--- src/rtl/mem_port_arbiter.sv ---
// mem_port_arbiter: shares the single data-memory port between instruction
// fetch (IF) and the Memory-stage load/store requester (LS). One access is
// outstanding at a time. Accesses that wait too long for i_d_valid are
// aborted and reported through o_err.
//
// Build option: define MEM_ARB_ROUND_ROBIN_EN to alternate grants under
// contention. When it is not defined, LS always wins contention.
module mem_port_arbiter #(
  parameter int ADDR_W   = 32,
  parameter int DATA_W   = 32,
  parameter int MAX_WAIT = 15
) (
  input  logic              clk,
  input  logic              rst,
  // fetch requester
  input  logic              i_if_req,
  input  logic [ADDR_W-1:0] i_if_addr,
  output logic              o_if_gnt,
  output logic              o_if_rvalid,
  output logic [DATA_W-1:0] o_if_rdata,
  // load/store requester
  input  logic              i_ls_req,
  input  logic              i_ls_wr_en,
  input  logic [3:0]        i_ls_sel,
  input  logic [ADDR_W-1:0] i_ls_addr,
  input  logic [DATA_W-1:0] i_ls_wdata,
  output logic              o_ls_gnt,
  output logic              o_ls_rvalid,
  output logic [DATA_W-1:0] o_ls_rdata,
  output logic              o_err,
  // memory port
  output logic              o_wr_en,
  output logic [3:0]        o_sel,
  output logic [ADDR_W-1:0] o_addr,
  output logic              o_addr_vld,
  output logic [DATA_W-1:0] o_wdata,
  input  logic [DATA_W-1:0] i_rdata,
  input  logic              i_d_valid,
  output logic              o_busy
);

  localparam logic [1:0] ST_IDLE   = 2'd0;
  localparam logic [1:0] ST_IF_ACC = 2'd1;
  localparam logic [1:0] ST_LS_ACC = 2'd2;

  // Last-grant flag encoding.
  localparam logic GNT_IF = 1'b0;
  localparam logic GNT_LS = 1'b1;

  localparam logic [7:0] MAX_WAIT_C = 8'(MAX_WAIT);

  logic [1:0]        state_q,     state_d;
  logic [7:0]        wait_cnt_q,  wait_cnt_d;
  logic              last_gnt_q,  last_gnt_d;

  logic              wr_en_q,     wr_en_d;
  logic [3:0]        sel_q,       sel_d;
  logic [ADDR_W-1:0] addr_q,      addr_d;
  logic              addr_vld_q,  addr_vld_d;
  logic [DATA_W-1:0] wdata_q,     wdata_d;

  logic              if_rvalid_q, if_rvalid_d;
  logic [DATA_W-1:0] if_rdata_q,  if_rdata_d;
  logic              ls_rvalid_q, ls_rvalid_d;
  logic [DATA_W-1:0] ls_rdata_q,  ls_rdata_d;
  logic              err_q,       err_d;

  logic              in_idle;
  logic              pick_ls;
  logic              if_gnt;
  logic              ls_gnt;
  logic [7:0]        wait_cnt_inc;
  logic              timeout;

  assign in_idle = (state_q == ST_IDLE);

  // Arbitration: decide which requester wins when the port is idle.
`ifdef MEM_ARB_ROUND_ROBIN_EN
  always_comb begin
    pick_ls = i_ls_req && (!i_if_req || (last_gnt_q == GNT_IF));
  end
`else
  // Fixed priority keeps the flag for a future policy switch; it is not read.
  logic unused_last_gnt;
  assign unused_last_gnt = last_gnt_q;

  always_comb begin
    pick_ls = i_ls_req;
  end
`endif

  // Grants are only given in IDLE and are held off while reset is asserted
  // so every output reads 0 during reset.
  assign ls_gnt = in_idle && !rst && pick_ls;
  assign if_gnt = in_idle && !rst && i_if_req && !pick_ls;

  // Saturating wait counter increment and the abort condition it implies.
  assign wait_cnt_inc = (wait_cnt_q == 8'hFF) ? wait_cnt_q : (wait_cnt_q + 8'd1);
  assign timeout      = (wait_cnt_inc >= MAX_WAIT_C);

  // Next-state logic for the sequencer, command registers and responses.
  always_comb begin
    state_d     = state_q;
    wait_cnt_d  = wait_cnt_q;
    last_gnt_d  = last_gnt_q;
    wr_en_d     = wr_en_q;
    sel_d       = sel_q;
    addr_d      = addr_q;
    addr_vld_d  = addr_vld_q;
    wdata_d     = wdata_q;
    if_rvalid_d = 1'b0;
    if_rdata_d  = if_rdata_q;
    ls_rvalid_d = 1'b0;
    ls_rdata_d  = ls_rdata_q;
    err_d       = 1'b0;

    case (state_q)
      ST_IDLE: begin
        if (ls_gnt) begin
          // Load/store command passes through unmodified.
          wr_en_d    = i_ls_wr_en;
          sel_d      = i_ls_sel;
          addr_d     = i_ls_addr;
          wdata_d    = i_ls_wdata;
          addr_vld_d = 1'b1;
          wait_cnt_d = 8'd0;
          last_gnt_d = GNT_LS;
          state_d    = ST_LS_ACC;
        end else if (if_gnt) begin
          // Fetch is always a full-word read.
          wr_en_d    = 1'b0;
          sel_d      = 4'b1111;
          addr_d     = i_if_addr;
          wdata_d    = '0;
          addr_vld_d = 1'b1;
          wait_cnt_d = 8'd0;
          last_gnt_d = GNT_IF;
          state_d    = ST_IF_ACC;
        end
      end

      ST_IF_ACC, ST_LS_ACC: begin
        if (i_d_valid || timeout) begin
          // Completion takes precedence over an abort in the same cycle.
          if (state_q == ST_IF_ACC) begin
            if_rvalid_d = 1'b1;
            if_rdata_d  = i_d_valid ? i_rdata : '0;
          end else begin
            ls_rvalid_d = 1'b1;
            ls_rdata_d  = (i_d_valid && !wr_en_q) ? i_rdata : '0;
          end
          err_d      = !i_d_valid;
          wr_en_d    = 1'b0;
          sel_d      = 4'b0000;
          addr_d     = '0;
          wdata_d    = '0;
          addr_vld_d = 1'b0;
          state_d    = ST_IDLE;
        end else begin
          wait_cnt_d = wait_cnt_inc;
        end
      end

      default: begin
        wr_en_d    = 1'b0;
        sel_d      = 4'b0000;
        addr_d     = '0;
        wdata_d    = '0;
        addr_vld_d = 1'b0;
        state_d    = ST_IDLE;
      end
    endcase
  end

  // State and output registers; reset drops any access in flight silently.
  always_ff @(posedge clk or posedge rst) begin
    if (rst) begin
      state_q     <= ST_IDLE;
      wait_cnt_q  <= 8'd0;
      last_gnt_q  <= GNT_IF;
      wr_en_q     <= 1'b0;
      sel_q       <= 4'b0000;
      addr_q      <= '0;
      addr_vld_q  <= 1'b0;
      wdata_q     <= '0;
      if_rvalid_q <= 1'b0;
      if_rdata_q  <= '0;
      ls_rvalid_q <= 1'b0;
      ls_rdata_q  <= '0;
      err_q       <= 1'b0;
    end else begin
      state_q     <= state_d;
      wait_cnt_q  <= wait_cnt_d;
      last_gnt_q  <= last_gnt_d;
      wr_en_q     <= wr_en_d;
      sel_q       <= sel_d;
      addr_q      <= addr_d;
      addr_vld_q  <= addr_vld_d;
      wdata_q     <= wdata_d;
      if_rvalid_q <= if_rvalid_d;
      if_rdata_q  <= if_rdata_d;
      ls_rvalid_q <= ls_rvalid_d;
      ls_rdata_q  <= ls_rdata_d;
      err_q       <= err_d;
    end
  end

  assign o_if_gnt    = if_gnt;
  assign o_ls_gnt    = ls_gnt;
  assign o_if_rvalid = if_rvalid_q;
  assign o_if_rdata  = if_rdata_q;
  assign o_ls_rvalid = ls_rvalid_q;
  assign o_ls_rdata  = ls_rdata_q;
  assign o_err       = err_q;
  assign o_wr_en     = wr_en_q;
  assign o_sel       = sel_q;
  assign o_addr      = addr_q;
  assign o_addr_vld  = addr_vld_q;
  assign o_wdata     = wdata_q;
  assign o_busy      = !in_idle;

endmodule

--- config.mk ---
export PLATFORM = sky130hd
export DESIGN_NAME = mem_port_arbiter
export DESIGN_NICKNAME = d
export VERILOG_FILES = /design/src/rtl/mem_port_arbiter.sv
export SDC_FILE = /design/constraint.sdc
export NUM_CORES = 1
export LEC_CHECK = 0
export CAP_MARGIN = 15
export CORE_MARGIN = 10
export CORE_UTILIZATION = 45
export DETAILED_ROUTE_END_ITERATION = 6
export GPL_TIMING_DRIVEN = 0
export PLACE_DENSITY_LB_ADDON = 0.25
export SYNTH_ARGS = -nofsm -noshare
export SYNTH_HDL_FRONTEND = slang
export SYNTH_SLANG_ARGS = --single-unit
--- constraint.sdc ---
create_clock -name clk -period 14.55 [get_ports clk]
set_input_delay 2.91 -clock clk [delete_from_list [all_inputs] [get_ports clk]]
set_output_delay 2.91 -clock clk [all_outputs]
set_load 0.02 [all_outputs]
==> metrics.md <==
| Metric | Value |
|---|---|
| Routability congestion estimate | `0.815` |
| Synth cell types | `44` |
| Core Util, Final | `0.720` |
| Post_cts resized | `0` |
| Initial antenna violation count | `0` |
| Synthesized netlist net count | `683` |
| Largest net degree at the start of global routing | `84` |
| Final HPWL DP | `15900 um` |
| Fin Setup TNS | `0 ns` |
| Tcrit/Tclk final | `0.606` |
| PD cells | `226 nW/um^2` |
| Share of cells above drive strength 1 | `0.0739` |
| Yosys reg bits | `147` |
| RSZ-0062 raised after global routing | `false` |
| Outcome | `complete, no violations` |
| Fraction of registers with async set/reset | `1.00` |
| GRT Total Usage | `0.211` |
| Slowest cell delay on critical path | `0.70 ns` |
| Max-slew headroom | `0.586` |
| Mean Syn Cell Area | `11.7 um^2` |
| Cell seen most often among critical-path stages | `clkdlybuf4s50_1` |
| Synthesis-to-finish area growth | `57.0%` |
| Top delay family on crit path | `buffers and inverters` |
| Worst skew pair latency | `0.42 ns` |
| Port Buf Inserts | `277` |
| Vias | `5474` |
| Filler cells | `986` |
| CTS buffer count | `17` |
| Gate Count Post-Synth | `542` |
| Core area | `13800 um^2` |
| First-pass GRT wire length | `32900 um` |
| Setup Fix Bufs, Post-CTS | `0` |
| Worst IR Drop VDD | `0.0000916 V` |
| Slowest-stage cell, CP | `clkdlybuf4s50_1` |
| Worst-case reg-to-reg path depth | `9` |
| Buf/Inv on CP | `6` |
| Final nets | `980` |
| Number of global-route vias before repair | `5993` |
| Post-Syn Area | `6340 um^2` |
| CP Capture Type | `output port` |
| Post-synth EDFFs | `0` |
| Inserted Diodes | `0` |
| CP cell instances | `clkdlybuf4s50_1 > inv_6 > nand3_1 > inv_1 > buf_2 > clkbuf_1 > clkdlybuf4s50_1` |
| Arr. time, crit path | `5.91 ns` |
| Die width | `139 um` |
| Setup crit start kind | `input pin` |
| Most used flip-flop cell after synthesis | `dfrtp_1` |
| Cts hold-fix bufs | `0` |
| CTS tree | `yes` |
| Overall die height | `139 um` |
| Drc violations | `0` |
| Initial Util | `0.458` |
| Die area | `19200 um^2` |
| Fin crit period | `8.82 ns` |
| Leak Pwr | `4.38 nW` |
| Initial DRT Pass Iterations | `4` |
| CP Class | `in2out` |
| CTS sink cnt | `147` |
| Worst hold path depth | `1` |
| Via-to-Cell Ratio | `5.30` |
| Critical Path RT | `11.64 ns` |
| WL per Instance | `20.0 um` |
| Max Slew Vio Count | `0` |
| Highest Clock Rate | `0.113 GHz` |
| GRT Residual Overflow | `0` |
| Final Setup Violations | `0` |
| CTS HTree Levels | `4` |
| Root buffer cell | `clkbuf_16` |
| Register area share after synthesis | `0.581` |
| Hold/Removal Path Class | `reg2reg` |
| Critical path depth | `7` |
| Worst slew pin tran | `0.621 ns` |
| DR iter-0 viols | `213` |
| Crit Path Max Fanout | `66` |
| Max Clock Skew | `0.00848 ns` |
| I/O pin cnt | `278` |
| Final WL | `20600 um` |
| Row count | `43` |
| YS warnings | `0` |
| Max-cap violations | `0` |
| Clock buffer depth | `2` |
| Antenna violation net count after detailed routing | `0` |
| Final hold vios | `0` |
| Clock Pin Slew Worst Setup and Hold Paths | `0.06 ns` |
registers in the layout (all words and copies together) (netlist names):
signal / flops
o_wdata: 32
o_ls_rdata: 32
o_ls_rvalid: 1
o_sel: 4
o_err: 1
state_q: 2
wait_cnt_q: 8
o_addr: 32
o_if_rvalid: 1
o_if_rdata: 32
o_wr_en: 1
o_addr_vld: 1
cell usage in the layout, fill, tap and decap left out, types with 2 or more instances in the layout:
| cell type | synthesis | final |
|---|---|---|
| clkdlybuf4s50_1 | 0 | 277 |
| dfrtp_1 | 147 | 147 |
| nand2_1 | 73 | 73 |
| a22o_1 | 64 | 64 |
| mux2i_1 | 48 | 48 |
| inv_1 | 42 | 41 |
| clkbuf_1 | 26 | 26 |
| nand3_1 | 19 | 19 |
| clkbuf_16 | 0 | 17 |
| mux2_1 | 16 | 16 |
| o21ai_0 | 15 | 15 |
| o21ai_1 | 10 | 10 |
| o41ai_2 | 10 | 10 |
| inv_6 | 0 | 8 |
| buf_2 | 8 | 8 |
| and2_1 | 6 | 6 |
| nor2_1 | 5 | 5 |
| buf_4 | 5 | 5 |
| o31ai_1 | 5 | 5 |
| o41ai_1 | 5 | 5 |
| inv_8 | 0 | 4 |
| nor3_1 | 3 | 3 |
| mux2_2 | 3 | 3 |
| ha_1 | 3 | 3 |
| o21a_1 | 2 | 2 |
| nor2b_1 | 2 | 2 |
| buf_1 | 2 | 2 |
| and3_1 | 2 | 2 |
| o211ai_1 | 2 | 2 |
cell families (layout without fill, tap and decap cells):
| family | count (synthesis) | count (layout) | share of synthesized area |
|---|---|---|---|
| XOR/XNOR | 1 | 1 | 0.00138 |
| flip-flops | 147 | 147 | 0.581 |
| AND/OR/NAND/NOR | 115 | 115 | 0.0798 |
| adder cells (fa/ha/maj) | 3 | 3 | 0.00592 |
| buffers and inverters | 84 | 394 | 0.0555 |
| multiplexers | 67 | 67 | 0.110 |
| AO/OA/AOI/OAI | 125 | 125 | 0.167 |
layout make-up:
class	instances	area, um^2	area share
well taps	180	225	0.0226
clock inverters	15	158	0.0158
plain buffers	42	194	0.0195
clock buffers	17	425	0.0428
flip-flops and latches	147	3680	0.370
multi-input cells	311	2310	0.232
inverters	42	163	0.0163
repair buffers	278	2800	0.281
per-layer routing:
metal	vias up	share of wire	track usage	wire length (um)
li1	2512	-	-	-
met1	2709	0.39	0.235	8000
met2	214	0.50	0.358	10400
met3	39	0.077	0.0753	1580
met4	0	0.031	0.0884	641
met5	-	0	0	0
path summary, 6_finish.rpt:
check | startpoint | to | slack (ns)
worst max-delay path | rst | o_ls_gnt | 5.73
worst min-delay path | o_addr[2] | o_addr[2] | 0.48
worst max register to register | state_q[0] | o_wdata[12] | 12.08
worst min register to register | o_addr[2] | o_addr[2] | 0.48
max in group asynchronous | rst | o_if_rdata[15] | 10.71
min in group asynchronous | rst | o_addr[11] | 3.05
synthesized netlist by cell type, types with 2 or more instances:
library cell / instances / area (um^2)
nor3_1: 3 / 15.0
o21ai_0: 15 / 75.1
clkbuf_1: 26 / 97.6
buf_2: 8 / 40.0
nor2b_1: 2 / 12.5
buf_4: 5 / 37.5
and2_1: 6 / 37.5
nand3_1: 19 / 95.1
o31ai_1: 5 / 37.5
nand2_1: 73 / 274
o21ai_1: 10 / 50.1
mux2_2: 3 / 33.8
o41ai_1: 5 / 43.8
and3_1: 2 / 12.5
ha_1: 3 / 37.5
o21a_1: 2 / 15.0
o41ai_2: 10 / 163
nor2_1: 5 / 18.8
dfrtp_1: 147 / 3680
buf_1: 2 / 7.51
inv_1: 42 / 158
mux2_1: 16 / 180
o211ai_1: 2 / 15.0
mux2i_1: 48 / 480
a22o_1: 64 / 561
power breakdown:
group / leakage [nW] / internal [mW] / switching [mW] / total (mW)
registers: 1.91 / 0.569 / 0.0899 / 0.659
clock network: 0.288 / 0.244 / 0.190 / 0.434
logic: 2.19 / 0.538 / 0.613 / 1.15
total: 4.38 / 1.35 / 0.893 / 2.24
worst reg2reg max path, cell delays in order (launching register included):
cell and delay [ns]:
dfrtp_1 0.40, inv_1 0.06, ha_1 0.13, clkbuf_1 0.29, nand3_1 0.27, inv_1 0.19
buf_2 0.34, clkbuf_1 0.41, nand2_1 0.12, mux2i_1 0.16
through the flow:
step	worst slack (ns)	total power [mW]	instances	instance area (um^2)	hold WS [ns]
global placement	1.36	1.78	999	9330	0.471
floorplan	4.22	1.31	542	6340	0.477
finish	5.73	2.24	1032	9950	0.485
global route	5.45	2.37	1032	9950	0.507
detailed placement	5.67	1.82	1000	9370	0.478
CTS	5.64	2.26	1032	9950	0.492
No activity file was read; power rests on OpenSTA's default activity.
